`config.mk`:
```
export PLATFORM = sky130hd
export DESIGN_NAME = pc_unit
export DESIGN_NICKNAME = d
export VERILOG_FILES = /design/src/rtl/pc_unit.sv
export SDC_FILE = /design/constraint.sdc
export NUM_CORES = 1
export LEC_CHECK = 0
export CELL_PAD_IN_SITES_DETAIL_PLACEMENT = 1
export CELL_PAD_IN_SITES_GLOBAL_PLACEMENT = 1
export CORE_MARGIN = 2
export CORE_UTILIZATION = 30
export DETAILED_ROUTE_END_ITERATION = 7
export PLACE_DENSITY = 0.74
export SLEW_MARGIN = 20
export SYNTH_ARGS = -nofsm -noshare
export SYNTH_HDL_FRONTEND = slang
export SYNTH_SLANG_ARGS = --single-unit
```
`constraint.sdc`:
```
create_clock -name clk -period 2.3 [get_ports clk]
set_input_delay 0.46 -clock clk [delete_from_list [all_inputs] [get_ports clk]]
set_output_delay 0.46 -clock clk [all_outputs]
set_load 0.02 [all_outputs]
```
`src/rtl/pc_unit.sv`:
```
// -----------------------------------------------------------------------------
// pc_unit - program-counter stage for the pipelined core.
//
// Holds the fetch address, generates the sequential next address, and applies
// branch/jump and exception redirects. A redirect that arrives while the stage
// is stalled is parked and issued when enable returns high.
// All state updates occur on the falling edge of clk. Reset is synchronous,
// active-high, sampled on that same falling edge.
//
// Optional feature macro: PC_ALIGN_TRAP_EN
//   undefined : low log2(INC) bits of a redirect target are masked to zero,
//               misalign is tied low.
//   defined   : a misaligned target is not taken; pc_out loads EXC_VECTOR and
//               misalign pulses for one cycle at the edge it would have loaded.
//
// Ports:
//   clk              in   clock (falling-edge active)
//   rst              in   synchronous active-high reset
//   enable           in   1 = advance, 0 = stall
//   redirect_valid   in   branch/jump taken this cycle
//   redirect_addr    in   branch/jump target [WIDTH]
//   exc_valid        in   exception, forces EXC_VECTOR
//   pc_out           out  current fetch address (registered) [WIDTH]
//   pc_plus          out  pc_out + INC, combinational, modulo 2^WIDTH [WIDTH]
//   pc_valid         out  pc_out is a valid fetch address
//   redirect_pending out  a redirect captured during a stall awaits issue
//   misalign         out  one-cycle pulse on trapped misaligned target
// -----------------------------------------------------------------------------
module pc_unit #(
   parameter int unsigned      WIDTH        = 32,
   parameter logic [WIDTH-1:0] RESET_VECTOR = '0,
   parameter logic [WIDTH-1:0] EXC_VECTOR   = WIDTH'(32'h80),
   parameter int unsigned      INC          = 4
) (
   input  logic             clk,
   input  logic             rst,
   input  logic             enable,
   input  logic             redirect_valid,
   input  logic [WIDTH-1:0] redirect_addr,
   input  logic             exc_valid,
   output logic [WIDTH-1:0] pc_out,
   output logic [WIDTH-1:0] pc_plus,
   output logic             pc_valid,
   output logic             redirect_pending,
   output logic             misalign
);

   // INC is a power of two, so INC-1 selects exactly the alignment bits.
   localparam logic [WIDTH-1:0] LOW_MASK = WIDTH'(INC - 1);
   localparam logic [WIDTH-1:0] STEP     = WIDTH'(INC);

   localparam logic [1:0] S_BOOT  = 2'd0;
   localparam logic [1:0] S_RUN   = 2'd1;
   localparam logic [1:0] S_STALL = 2'd2;

   logic [1:0]       r_state,      w_state_nxt;
   logic [WIDTH-1:0] r_pc,         w_pc_nxt;
   logic [WIDTH-1:0] r_pend_addr,  w_pend_addr_nxt;
   logic             r_pend_valid, w_pend_valid_nxt;
   logic             r_pc_valid,   w_pc_valid_nxt;
   logic [WIDTH-1:0] w_target;

   // A live redirect always beats a parked one.
   assign w_target = redirect_valid ? redirect_addr : r_pend_addr;

`ifdef PC_ALIGN_TRAP_EN
   logic r_misalign, w_misalign_nxt;
   logic w_target_bad;

   assign w_target_bad = |(w_target & LOW_MASK);
`endif

   // Next-state and next-value logic.
   always_comb begin
      w_state_nxt      = r_state;
      w_pc_nxt         = r_pc;
      w_pend_addr_nxt  = r_pend_addr;
      w_pend_valid_nxt = r_pend_valid;
      w_pc_valid_nxt   = r_pc_valid;
`ifdef PC_ALIGN_TRAP_EN
      w_misalign_nxt   = 1'b0;
`endif
      case (r_state)
         // First edge out of reset: fetch RESET_VECTOR, ignore all requests.
         S_BOOT: begin
            w_pc_valid_nxt = 1'b1;
            w_state_nxt    = S_RUN;
         end
         default: begin
            if (exc_valid) begin
               w_pc_nxt         = EXC_VECTOR;
               w_pend_valid_nxt = 1'b0;
               w_state_nxt      = S_RUN;
            end else if (!enable) begin
               w_state_nxt = S_STALL;
               if (redirect_valid) begin
                  w_pend_addr_nxt  = redirect_addr;
                  w_pend_valid_nxt = 1'b1;
               end
            end else begin
               w_state_nxt = S_RUN;
               if (redirect_valid || r_pend_valid) begin
                  w_pend_valid_nxt = 1'b0;
`ifdef PC_ALIGN_TRAP_EN
                  if (w_target_bad) begin
                     w_pc_nxt       = EXC_VECTOR;
                     w_misalign_nxt = 1'b1;
                  end else begin
                     w_pc_nxt = w_target;
                  end
`else
                  w_pc_nxt = w_target & ~LOW_MASK;
`endif
               end else begin
                  w_pc_nxt = r_pc + STEP;
               end
            end
         end
      endcase
   end

   // State registers, falling-edge with synchronous reset.
   always_ff @(negedge clk) begin
      if (rst) begin
         r_state      <= S_BOOT;
         r_pc         <= RESET_VECTOR;
         r_pend_addr  <= '0;
         r_pend_valid <= 1'b0;
         r_pc_valid   <= 1'b0;
      end else begin
         r_state      <= w_state_nxt;
         r_pc         <= w_pc_nxt;
         r_pend_addr  <= w_pend_addr_nxt;
         r_pend_valid <= w_pend_valid_nxt;
         r_pc_valid   <= w_pc_valid_nxt;
      end
   end

`ifdef PC_ALIGN_TRAP_EN
   // Trap pulse register.
   always_ff @(negedge clk) begin
      if (rst) begin
         r_misalign <= 1'b0;
      end else begin
         r_misalign <= w_misalign_nxt;
      end
   end

   assign misalign = r_misalign;
`else
   assign misalign = 1'b0;
`endif

   assign pc_out           = r_pc;
   assign pc_plus          = r_pc + STEP;
   assign pc_valid         = r_pc_valid;
   assign redirect_pending = r_pend_valid;

endmodule

```
==> results of run 1 <==
[kinds of logic after synthesis]
family | after synthesis
other | 1
buffers and inverters | 45
adder cells (fa/ha/maj) | 1
AND/OR/NAND/NOR | 175
flip-flops | 64
multiplexers | 16
AO/OA/AOI/OAI | 123
XOR/XNOR | 28
[Yosys cell counts (6+ instances only)]
| library cell | count | area [um^2] |
|---|---|---|
| clkbuf_1 | 18 | 67.6 |
| a22oi_1 | 9 | 67.6 |
| nand2_1 | 81 | 304 |
| o21ai_0 | 21 | 105 |
| nand2b_1 | 6 | 37.5 |
| a21oi_1 | 46 | 230 |
| nor2_1 | 31 | 116 |
| nor3_1 | 9 | 45.0 |
| nor4_1 | 9 | 56.3 |
| o2bb2ai_1 | 12 | 105 |
| inv_1 | 11 | 41.3 |
| mux2i_1 | 6 | 60.1 |
| nand3_1 | 14 | 70.1 |
| buf_4 | 8 | 60.1 |
| mux2_2 | 10 | 113 |
| nand4_1 | 7 | 43.8 |
| xor2_1 | 8 | 70.1 |
| xnor2_1 | 20 | 175 |
| dfxtp_1 | 64 | 1280 |
| buf_2 | 6 | 30.0 |
[per-layer routing]
| layer | GRT overflow | GRT usage, % |
|---|---|---|
| met1 | 1 | 79.6 |
| met3 | 1 | 59.0 |
| met4 | 73 | 91.1 |
| met2 | 80 | 95.1 |
| met5 | 0 | 6.27 |
[stage by stage]
stage          setup TNS (ns)  hold slack, ns  area (um^2)
2_1_floorplan          -35.29           0.431         4440
3_3_place_gp          -102.01           0.441         6310
3_5_place_dp          -104.45           0.450         6310
4_1_cts                -51.95           0.465         8450
[what timing repair did]
item	CTS
resized for setup	640
gates cloned	7
setup endpoints to repair	124
setup buffers	50
pin swaps	119
==> reports/results.ini, run 1 <==
[global_route]
grt_max_degree = 26
grt_overflow = 155
antenna_found_initial = 3
grt_use_total_pct = 79.1

[synth]
ys_seq_area_share_pct = 36.0
yosysWarnings = 0
synth_area_mm2 = 0.00356
synthCells = 453
synth_xor_area_share_pct = 6.88
synthFlopType = dfxtp_1
synth_compound_area_share_pct = 22.4
synth-seq-cells = 64
synth-edff-count = 0
synthMuxAreaShare_pct = 4.85
syn_avg_cell_area_um2 = 7.87
synth_top_family_by_area = simple AND/OR/NAND/NOR gates
synth-simple-area-share_pct = 23.7
synthAdderAreaFrac_pct = 0.351
synth_cell_type_count = 54
async_flop_share_pct = 0

[clocking]
cts_sinks = 64
cts-root-buf = clkbuf_16
hold_buffers = 0
h-tree-depth = 3
cts_buffers = 9
clockBufferDepth = 2

[floorplan]
start_util_pct = 30.9
rows = 39
ios = 104
die_y_um = 113
fp.dieW_um = 113

[place]
pre_cts_ws_ns = -1.61
dp.final_hpwl_mm = 12.3
portBuffers = 96
gp_congestion = 0.911
place_inst = 798

[timing]
grt_repair_worst_endpoint = pc_plus[26]
worstEndpointType = top-level output

[run_status]
firstError = [ERROR GRT-0232] Routing congestion too high. Check the congestion heatmap in the GUI.
stop_stage = global routing (5_1_grt)
outcome = aborted with a tool error

==> inputs of run 2 (changes only) <==
- CELL_PAD_IN_SITES_DETAIL_PLACEMENT: 1 -> unset
- CELL_PAD_IN_SITES_GLOBAL_PLACEMENT: 1 -> unset
- CORE_UTILIZATION: 30 -> 20
- PLACE_DENSITY: 0.74 -> unset
- PLACE_DENSITY_LB_ADDON: unset -> 0.15
- clock period: 2.3 -> 3 ns (I/O delays scaled with it)
==> reports/results.ini, run 2 <==
[timing]
hold_viol = 0
fin_tns_setup_ns = -32.04
fin_ws_ns = -1.30
rsz0062_at_grt = true
worst_pin_slew_ns = 0.605
maxSlewHeadroom_pct = 59.5
skew_ns = 0.0290
whs_ns = 0.450
slew_violations = 0
setup_violations = 60

[place]
dp.final_hpwl_mm = 12.2  ; -0.72%
pre_cts_ws_ns = -1.39  ; +0.220 ns
gp_congestion = 0.862  ; -5.3%
portBuffers = 96  ; unchanged
place_inst = 884  ; +11%
place_area_mm2 = 0.00642  ; +1.8%

[synth]
synth_most_common_cell = nand2_1
synthCells = 453  ; unchanged
syn_avg_cell_area_um2 = 7.87  ; unchanged
synth-seq-cells = 64  ; unchanged
synth-edff-count = 0  ; unchanged
synthTopCellsByCount = 81 x nand2_1, 64 x dfxtp_1, 46 x a21oi_1
synth_top_area_cell = dfxtp_1
synthFlopType = dfxtp_1
ys_top_cells_by_area = dfxtp_1 36%, nand2_1 8.5%, a21oi_1 6.5%
synth_cell_type_count = 54  ; unchanged
yosysWarnings = 0  ; unchanged
netlist.area_leader.share_pct = 36.0  ; unchanged
ys_seq_area_share_pct = 36.0  ; unchanged
async_flop_share_pct = 0  ; unchanged
synth_area_mm2 = 0.00356  ; unchanged

[clocking]
cts_tree = done
h-tree-depth = 3  ; unchanged
cts-root-buf = clkbuf_16
cts_buffers = 9  ; unchanged
hold_buffers = 0  ; unchanged
cts_sinks = 64  ; unchanged
clockBufferDepth = 2  ; unchanged
clk_latency_ns = 0.41
clkTransAtPathRegs_ns = 0.03

[global_route]
grt_max_degree = 22
grt_overflow = 0
grt_use_total_pct = 18.0
grt_pass1_wl_mm = 25.3
grt_pass1_vias = 4679
antenna_found_initial = 0

[critical_path]
crit_required_ns = 2.40
critPathKind = reg -> out
startpoint_type = flop
cp.arrival_ns = 3.70
path_max_fanout = 4
cp-end-kind = output port

[floorplan]
die_area_mm2 = 0.0189
ios = 104  ; unchanged
fp.dieW_um = 137  ; +22%
coreArea_mm2 = 0.0174
start_util_pct = 20.5  ; -10 points
rows = 48  ; +23%
die_y_um = 137  ; +22%

[detailed_routing]
ant_nets = 0
avgViaCountPerCell = 4.65
drt-initial-drc-count = 228
dr_total_vias = 4687
wl_per_cell_um = 16.8
drc_errors = 0
dr.pass1.iters = 4
drt-total-wl_mm = 16.9

[layout]
final_common_cell = buf_4
design_area_mm2 = 0.00794
area_growth_pct = 123
final_nets = 817
stdcell_count = 1009
mostFrequentLayoutCells = 129 x buf_4, 101 x buf_6, 74 x inv_1, 70 x nand2_1, 40 x a21oi_1
insertedDiodeCount = 0
drive_gt1_share_pct = 52.4

[power]
ir_worst_vdd_mv = 0.303
power_density_mw_per_mm2 = 340
leakage_nw = 3.63

[run_status]
violations = negative setup slack
outcome = finished with violations

[hold_path]
hp-class = reg -> reg

[run]
drv_cap = 0

## run 2: logic make-up after synthesis
family,share of synthesized area [%]
mux,4.85
xor+xnor,6.88
fa+ha+maj,0.351
simple gates,23.7
other cells,0.105
buf+inv,5.79
flops,36.0
compound gates,22.4
## run 2: metrics by stage
stage | power (mW) | util, %
after global placement | 1.46 | 37.0
after floorplan | 1.25 | -
after detailed placement | 1.46 | 37.0
after CTS | 2.73 | 43.5
final | 2.70 | 45.7
after global routing | 2.88 | 45.7
## run 2: per-layer routing
metal  vias to the layer above  part of all wire [%]  GRT usage (%)  routed length (um)
li1                       2277                     -              -                   -
met1                      2249                    43           23.4                7360
met2                       140                    48           27.6                8080
met3                        21                   6.8           5.19                1160
met4                         0                   2.0           8.25                 344
met5                         -                     0              0                   0
## run 2: worst max-delay path, stage by stage (launching register included)
cell and delay (ns):
dfxtp_4 0.37, ha_4 0.14, and3_4 0.18, nand3_1 0.18
or4_4 0.62, xnor2_4 0.19, buf_6 0.13
## run 2: power by group
group	leakage, nW	internal (mW)	switching, mW	total, mW
clock network	0.485	0.673	0.651	1.32
registers	0.538	0.871	0.0181	0.889
logic	2.61	0.245	0.241	0.487
## run 2: worst paths after layout
| kind | startpoint | to | slack, ns | depth (start not counted) |
|---|---|---|---|---|
| setup / recovery | pc_out[3] | pc_plus[26] | -1.30 | 6 |
| hold / removal | r_pend_addr[22] | r_pend_addr[22] | 0.45 | 2 |
| setup reg to reg | pc_out[3] | pc_out[16] | 0.92 | 12 |
| hold reg to reg | r_pend_addr[22] | r_pend_addr[22] | 0.45 | 2 |
## run 2: repair_timing
action                                  CTS  global route
gates cloned                              1             3
endpoints found under the setup margin  123            83
pin swaps                                35            36
gates resized for setup                 448            54
setup buffers                            27            23
## run 2: area by class of cell
class                   instances  area, um^2
fillers                      1669        9420
multi-input cells             348        2950
repair buffers                281        2790
flip-flops and latches         64        1360
clock inverters                71         282
well taps                     225         282
clock buffers                   9         225
inverters                      11        48.8
Note: power is estimated with default switching activity, not from simulation.
==> inputs of run 3 (changes only) <==
- GPL_TIMING_DRIVEN: unset -> 0
==> reports/results.ini, run 3 (same netlist as run 2, synthesis figures left out) <==
[run_status]
outcome = finished with violations
violations = negative setup slack

[timing]
fin_ws_ns = -1.36  ; -0.0548 ns
fin_tns_setup_ns = -31.04  ; +0.998 ns
hold_viol = 0  ; unchanged
worst_pin_slew_ns = 0.731  ; +0.126 ns
rsz0062_at_grt = true
skew_ns = 0.0194  ; -0.00956 ns
maxSlewHeadroom_pct = 51.3  ; -8.3 points
slew_violations = 0  ; unchanged
whs_ns = 0.451  ; +0.00132 ns
setup_violations = 44  ; -27%

[detailed_routing]
ant_nets = 0  ; unchanged
wl_per_cell_um = 17.9  ; +6.5%
avgViaCountPerCell = 4.81  ; +3.5%
drt-initial-drc-count = 334  ; +46%
drt-total-wl_mm = 16.8  ; -0.80%
dr_total_vias = 4519  ; -3.6%
drc_errors = 0  ; unchanged
dr.pass1.iters = 5  ; +1

[clocking]
h-tree-depth = 3  ; unchanged
cts_buffers = 9  ; unchanged
cts-root-buf = clkbuf_16
cts_tree = done
cts_sinks = 64  ; unchanged
clockBufferDepth = 2  ; unchanged
clk_latency_ns = 0.40  ; about the same
clkTransAtPathRegs_ns = 0.03  ; about the same

[place]
pre_cts_ws_ns = -1.58  ; -0.191 ns
portBuffers = 94  ; -2.1%
place_area_mm2 = 0.00562  ; -13%
dp.final_hpwl_mm = 11.2  ; -8.5%
gp_congestion = 0.798  ; -7.5%
place_inst = 776  ; -12%

[floorplan]
rows = 48  ; unchanged
start_util_pct = 20.5  ; unchanged
die_y_um = 137  ; unchanged
ios = 104  ; unchanged
coreArea_mm2 = 0.0174  ; unchanged
fp.dieW_um = 137  ; unchanged
die_area_mm2 = 0.0189  ; unchanged

[global_route]
use_met3_pct = 4.75  ; -0.44 points
grtUsageMet2_pct = 27.3  ; -0.30 points
grt_max_degree = 11  ; -50%
antenna_found_initial = 0  ; unchanged
grt_pass1_vias = 4390  ; -6.2%
grt_overflow = 0  ; unchanged
grt_pass1_wl_mm = 24.1  ; -4.9%
grt_use_total_pct = 17.2  ; -0.79 points
grt_use_met1_pct = 21.7  ; -1.7 points
busiest_layer = met2

[layout]
final_common_cell = buf_4
mostFrequentLayoutCells = 80 x buf_4, 74 x buf_6, 73 x inv_1, 59 x nand2_1, 33 x dfxtp_1
final_nets = 748  ; -8.4%
drive_gt1_share_pct = 50.2  ; -2.2 points
area_growth_pct = 110
insertedDiodeCount = 0  ; unchanged
area.sequential_mm2 = 0.00139  ; +2.2%
final_util_pct = 43.0  ; -2.7 points
stdcell_count = 940  ; -6.8%
design_area_mm2 = 0.00747  ; -5.9%
fill_cells = 1721  ; +3.1%
multiInputGateArea_mm2 = 0.00302  ; +2.5%

[critical_path]
critPathKind = reg -> out
cp.arrival_ns = 3.76  ; +0.06 ns
r2r_start = pc_out[2]
startpoint = pc_out[2]
crit_required_ns = 2.40  ; about the same
cp-end-kind = output port
path_max_fanout = 5  ; +1
startpoint_type = flop

[power]
p_total_mw = 2.89  ; +7.0%
power_density_mw_per_mm2 = 387  ; +14%
ir_worst_vdd_mv = 0.267  ; -12%
leakage_nw = 3.36  ; -7.4%

[hold_path]
hp-class = reg -> reg
min_from = r_pend_addr[24]

[run]
drv_cap = 0  ; unchanged

-- run 3: power by group --
group          internal [mW]  switching [mW]
sequential             0.862          0.0249
combinational          0.219           0.239
clock                  0.917           0.628
total                   2.00           0.891
-- run 3: timing repair --
action                                  CTS  global route
cloned                                    1             2
buffers inserted                         56            30
pin swaps                                41            56
hold endpoints to repair                  0             0
gates resized for setup                 425            95
hold buffers                              0             0
endpoints found under the setup margin  123            96
-- run 3: area by class of cell --
type / count / area share [%]
clock buffers: 9 / 3.02
inverters: 11 / 0.653
repair buffers: 179 / 23.9
well taps: 225 / 3.77
flip-flops and latches: 64 / 18.6
clock inverters: 71 / 4.67
plain buffers: 33 / 4.89
multi-input cells: 348 / 40.5
-- run 3: path summary, 6_finish.rpt --
check        slack [ns]  cells past startpoint               to
min                0.45                      2  r_pend_addr[24]
min reg2reg        0.45                      2  r_pend_addr[24]
max reg2reg        0.90                     10       pc_out[16]
max               -1.36                      6      pc_plus[21]
-- run 3: routing by layer --
metal / part of all wire [%] / vias up
met5: 0 / -
met4: 1.7 / 0
met3: 5.6 / 22
met2: 49 / 156
met1: 44 / 2204
li1: - / 2137
-- run 3: critical path, stage by stage (launching register included) --
cell,delay (ns)
dfxtp_4,0.39
nand4_1,0.13
buf_6,0.15
or4_4,0.60
nor3_4,0.28
xor2_2,0.18
buf_6,0.13
==> inputs of run 4 (changes only) <==
- SKIP_LAST_GASP: unset -> 1
==> reports/results.ini, run 4 (same netlist as run 2, synthesis figures left out) <==
[run_status]
outcome = finished with violations
violations = negative setup slack

[critical_path]
path_cells = ha_4 -> nand3_4 -> nor4_4 -> buf_6 -> buf_6 -> nand3_1 -> xnor2_2 -> buf_4
worst-path-buf-inv = 3  ; +1
crit_top_cell = buf_6
path_max_fanout = 5  ; unchanged
critPathKind = reg -> out
r2r_start = pc_out[2]
critical-path-slowest-cell = dfxtp_4
startpoint = pc_out[2]
cp-end-kind = output port
cpPeakStageDelay_ns = 0.39  ; -0.21 ns
startpoint_type = flop
crit_required_ns = 2.40  ; about the same
cp.arrival_ns = 3.73  ; -0.03 ns
crit_family = simple AND/OR/NAND/NOR gates

[global_route]
grt_pass1_vias = 4411  ; +0.48%
grt_overflow = 0  ; unchanged
grt_use_total_pct = 17.3  ; +0.047 points
grt_pass1_wl_mm = 24.2  ; +0.43%
grt_max_degree = 11  ; unchanged
antenna_found_initial = 0  ; unchanged

[clocking]
cts_buffers = 9  ; unchanged
h-tree-depth = 3  ; unchanged
cts_tree = done
clk_latency_ns = 0.41  ; about the same
clkTransAtPathRegs_ns = 0.04  ; about the same
cts_sinks = 64  ; unchanged
cts-root-buf = clkbuf_16
clockBufferDepth = 2  ; unchanged

[detailed_routing]
ant_nets = 0  ; unchanged
avgViaCountPerCell = 4.79  ; -0.28%
drc_errors = 0  ; unchanged
wl_per_cell_um = 17.9  ; about the same
drt-total-wl_mm = 16.9  ; +0.57%
drt-initial-drc-count = 293  ; -12%
dr.pass1.iters = 5  ; unchanged
dr_total_vias = 4535  ; +0.35%

[timing]
setup_violations = 44  ; unchanged
fin_ws_ns = -1.33  ; +0.0279 ns
fin_tns_setup_ns = -31.68  ; -0.640 ns
slew_violations = 0  ; unchanged
maxSlewHeadroom_pct = 51.5  ; +0.24 points
skew_ns = 0.0251  ; +0.00564 ns
rsz0062_at_grt = true
worst_pin_slew_ns = 0.727  ; -0.00364 ns
hold_viol = 0  ; unchanged

[floorplan]
die_area_mm2 = 0.0189  ; unchanged
coreArea_mm2 = 0.0174  ; unchanged
rows = 48  ; unchanged
fp.dieW_um = 137  ; unchanged
start_util_pct = 20.5  ; unchanged
ios = 104  ; unchanged
die_y_um = 137  ; unchanged

[layout]
drive_gt1_share_pct = 50.1  ; -0.14 points
final_util_pct = 43.1  ; +0.094 points
area_growth_pct = 110
final_common_cell = buf_4
final_nets = 754  ; +0.80%
fill_cells = 1713  ; -0.46%
insertedDiodeCount = 0  ; unchanged
mostFrequentLayoutCells = 90 x buf_4, 73 x inv_1, 69 x buf_6, 61 x nand2_1, 33 x dfxtp_1

[power]
leakage_nw = 3.38  ; +0.41%
ir_worst_vdd_mv = 0.268  ; +0.15%
power_density_mw_per_mm2 = 386  ; -0.25%

[place]
gp_congestion = 0.798  ; unchanged
dp.final_hpwl_mm = 11.2  ; unchanged
portBuffers = 94  ; unchanged
pre_cts_ws_ns = -1.58  ; unchanged

[hold_path]
hp-class = reg -> reg
min_from = r_pend_addr[20]

[run]
drv_cap = 0  ; unchanged

run 4: cell types whose count changed in the layout (fill, tap and decap cells not counted):
cell,delta
clkdlybuf4s50_1,+1
nand3_1,+1
buf_2,+1
nor2_2,-1
dlymetal6s2s_1,-1
nand3_2,-2
nor2_1,+1
nand2_2,-2
nand3_4,+1
buf_6,-5
nand2_1,+2
buf_4,+10
run 4: cell type report:
class,count,area (um^2),area share [%]
multi-input combinational,348,3020,40.3
clock buffer,9,225,3.01
tap,225,282,3.76
clock inverter,71,349,4.66
timing repair buffer,185,1810,24.2
buffer,33,365,4.88
sequential,64,1390,18.6
inverter,11,48.8,0.652
run 4: layer usage:
layer,routed length (um),share of wire [%],vias to the layer above,global-route usage [%]
li1,-,-,2152,-
met4,319,1.9,0,8.30
met2,8230,49,184,27.3
met5,0,0,-,0
met3,1060,6.3,24,4.75
met1,7290,43,2175,21.7
run 4: path summary, 6_finish.rpt:
| check | to | slack (ns) | cells past startpoint |
|---|---|---|---|
| min reg2reg | r_pend_addr[20] | 0.45 | 2 |
| max | pc_plus[22] | -1.33 | 8 |
| min | r_pend_addr[20] | 0.45 | 2 |
| max reg2reg | pc_out[16] | 0.80 | 11 |
run 4: timing repair:
item                                   CTS  global route
setup buffers                           56            34
hold buffers                             0             0
endpoints found under the hold margin    0             0
pin swaps                               39            54
cloned                                   1             2
resized for setup                      410            99
setup endpoints to repair              123            96
run 4: per-stage QoR:
stage               hold slack [ns]  cells  total power [mW]  instance area (um^2)
floorplan                     0.431    457              1.25                  4390
global placement              0.440    776              1.41                  5620
detailed placement            0.447    776              1.41                  5620
CTS                           0.451    912              2.89                  6860
global route                  0.468    946              3.06                  7490
finish                        0.451    946              2.89                  7490
run 4: power breakdown:
group          switching [mW]  internal, mW
combinational           0.239         0.219
clock                   0.627         0.917
sequential             0.0244         0.862
total                   0.890          2.00
run 4: worst register-to-register path: stages (launching register included):
cell     delay [ns]
dfxtp_4        0.39
ha_4           0.18
nand3_4        0.12
nor4_4         0.34
buf_6          0.17
buf_4          0.11
buf_6          0.08
nand3_4        0.09
buf_4          0.16
buf_4          0.12
o31ai_1        0.21
a22o_1         0.17
==> edit: new RTL, flow settings as in run 2 <==
Change the parameter `WIDTH` from 32 to 64.
--- a/src/rtl/pc_unit.sv
+++ b/src/rtl/pc_unit.sv
@@ -27,7 +27,7 @@
 //   misalign         out  one-cycle pulse on trapped misaligned target
 // -----------------------------------------------------------------------------
 module pc_unit #(
-   parameter int unsigned      WIDTH        = 32,
+   parameter int unsigned      WIDTH        = 64,
    parameter logic [WIDTH-1:0] RESET_VECTOR = '0,
    parameter logic [WIDTH-1:0] EXC_VECTOR   = WIDTH'(32'h80),
    parameter int unsigned      INC          = 4
Ports: changed (resized pc_out, pc_plus and redirect_addr); port bits go from 104 to 200. The function was not compared with the original's and may differ.
==> edit against run 2 <==
The run still ends with negative setup slack left. Routed wire length is 130% higher. Power is 120% higher. Setup slack lost 280 ps. Sequential cell count up 64. Cell area up 110%. Area after synthesis up 110%. Via count rose by 110%. Critical path depth up 1. Highest routed layer is now met5.
==> edit: results <==
{
  "drive_gt1_frac": 0.5164,
  "drtPass1Iterations": 5,
  "fin_skew_ps": 22.82,
  "status": "finished with violations",
  "yosysUniqueCellTypes": 63,
  "grt_pass1_wl_um": 57890,
  "port_buffers": 192,
  "reg2reg_depth": 8,
  "grt_start_max_net_pins": 32,
  "cpLargestDelayFamily": "simple AND/OR/NAND/NOR gates",
  "gp_congestion": 0.8342,
  "routed_wirelength_um": 39350,
  "grtUsageTotal": 0.1995,
  "peakVddDrop_mv": 0.4130,
  "whs_path_depth": 2,
  "dp_cells": 1851,
  "placement.cell_area_mm2": 0.01327,
  "cts_buffers": 17,
  "power_leakage_nw": 7.552,
  "syn_avg_cell_area_um2": 7.544,
  "hp-start": "r_pend_addr[6]$_SDFFE_NP0P_",
  "critPathMaxFanout": 6,
  "whs_endpoint": "r_pend_addr[6]$_SDFFE_NP0P_",
  "crit_start": "pc_out[21]$_SDFFE_NP0P_",
  "synthTopCellsByCount": "180 x nand2_1, 128 x dfxtp_1, 101 x a21oi_1",
  "cts-htree-levels": 4,
  "crit_arrival_ps": 3980,
  "dp.final_hpwl_um": 29130,
  "fillerInstances": 3587,
  "violations": "negative setup slack",
  "num_vias": 9965,
  "setup_viol": 133,
  "max_slew_margin": 0.6200,
  "setup_ws_ps": -1583,
  "drtIter0Drc": 592,
  "worstReg2RegEnd": "pc_out[53]$_SDFFE_NP0P_",
  "ys_top_cells_by_area": "dfxtp_1 35%, nand2_1 9.2%, a21oi_1 6.9%",
  "fin_nets": 1734,
  "r2r_setup_slack_ps": 620,
  "antenna_found_initial": 2,
  "path_clk_slew_ps": 30,
  "clock_latency_ps": 470,
  "synth_seq_area_share": 0.3473,
  "hold_class": "register to register",
  "fin_cells": 2145,
  "ctsLongestPathBuffers": 2,
  "tns_ps": -89220,
  "synthArstFlopShare": 0,
  "cp_slowest_stage_delay_ps": 560
}
==> edit: final cells by class <==
class	instances	area (µm²)	area share
Timing Repair Buffer	616	6052	0.3629
Sequential cell	128	2703	0.1621
Tap cell	468	585.6	0.03512
Multi-Input combinational cell	752	6142	0.3684
Clock inverter	143	683.2	0.04097
Clock buffer	17	425.4	0.02551
Inverter	21	83.83	0.005027
==> edit: logic make-up (layout without fill, tap and decap cells) <==
| logic type | after synthesis | count (layout) | synth area share |
|---|---|---|---|
| AOI/OAI and AO/OA | 259 | 259 | 0.2183 |
| xor gates and xnor gates | 57 | 57 | 0.06970 |
| adders and majority gates | 1 | 1 | 0.001696 |
| buffers and inverters | 102 | 797 | 0.05647 |
| DFF | 128 | 128 | 0.3473 |
| muxes | 31 | 31 | 0.04409 |
| other | 1 | 5 | 0.0005082 |
| and+or+nand+nor | 399 | 399 | 0.2620 |
==> edit: worst max-delay path by stage <==
stage,end,cells after the start
global placement,pc_plus[49],6
finish,pc_plus[63],7
global route,pc_plus[63],7
detailed placement,pc_plus[63],7
floorplan,pc_plus[59],7
CTS,pc_plus[63],7
==> edit: metrics by stage <==
step                      worst slack (ps)  hold slack [ps]
final                                -1583            446.3
after global routing                 -1683            464.1
after CTS                            -1602            446.6
after global placement               -1657            437.5
after detailed placement             -1679            442.4
after floorplan                      -1294            431.2
==> edit: worst reg2reg max path, stage by stage, from the launching register on <==
cell and delay [ps]:
dfxtp_4 330, nand4_1 170, or4_4 560, nor4b_4 310, buf_6 170, nand4_1 130
xnor2_2 170, buf_4 130, a221o_1 300
==> edit: layer usage <==
layer	vias up	track usage	wire, µm
met5	-	0	11
met4	2	0.06874	500
met3	36	0.05467	2343
met2	280	0.3057	18430
met1	4785	0.2694	18060
li1	4862	-	-
==> edit: timing repair <==
action / CTS / global route
gates cloned: 0 / 2
pin swaps: 90 / 85
setup buffers: 81 / 72
gates resized for setup: 915 / 112
setup endpoints to repair: 251 / 178
==> edit: power breakdown <==
group	internal, mW	leakage [nW]	switching [mW]
combinational	0.553	5.48	0.572
clock	1.57	0.994	1.39
sequential	1.76	1.07	0.0398
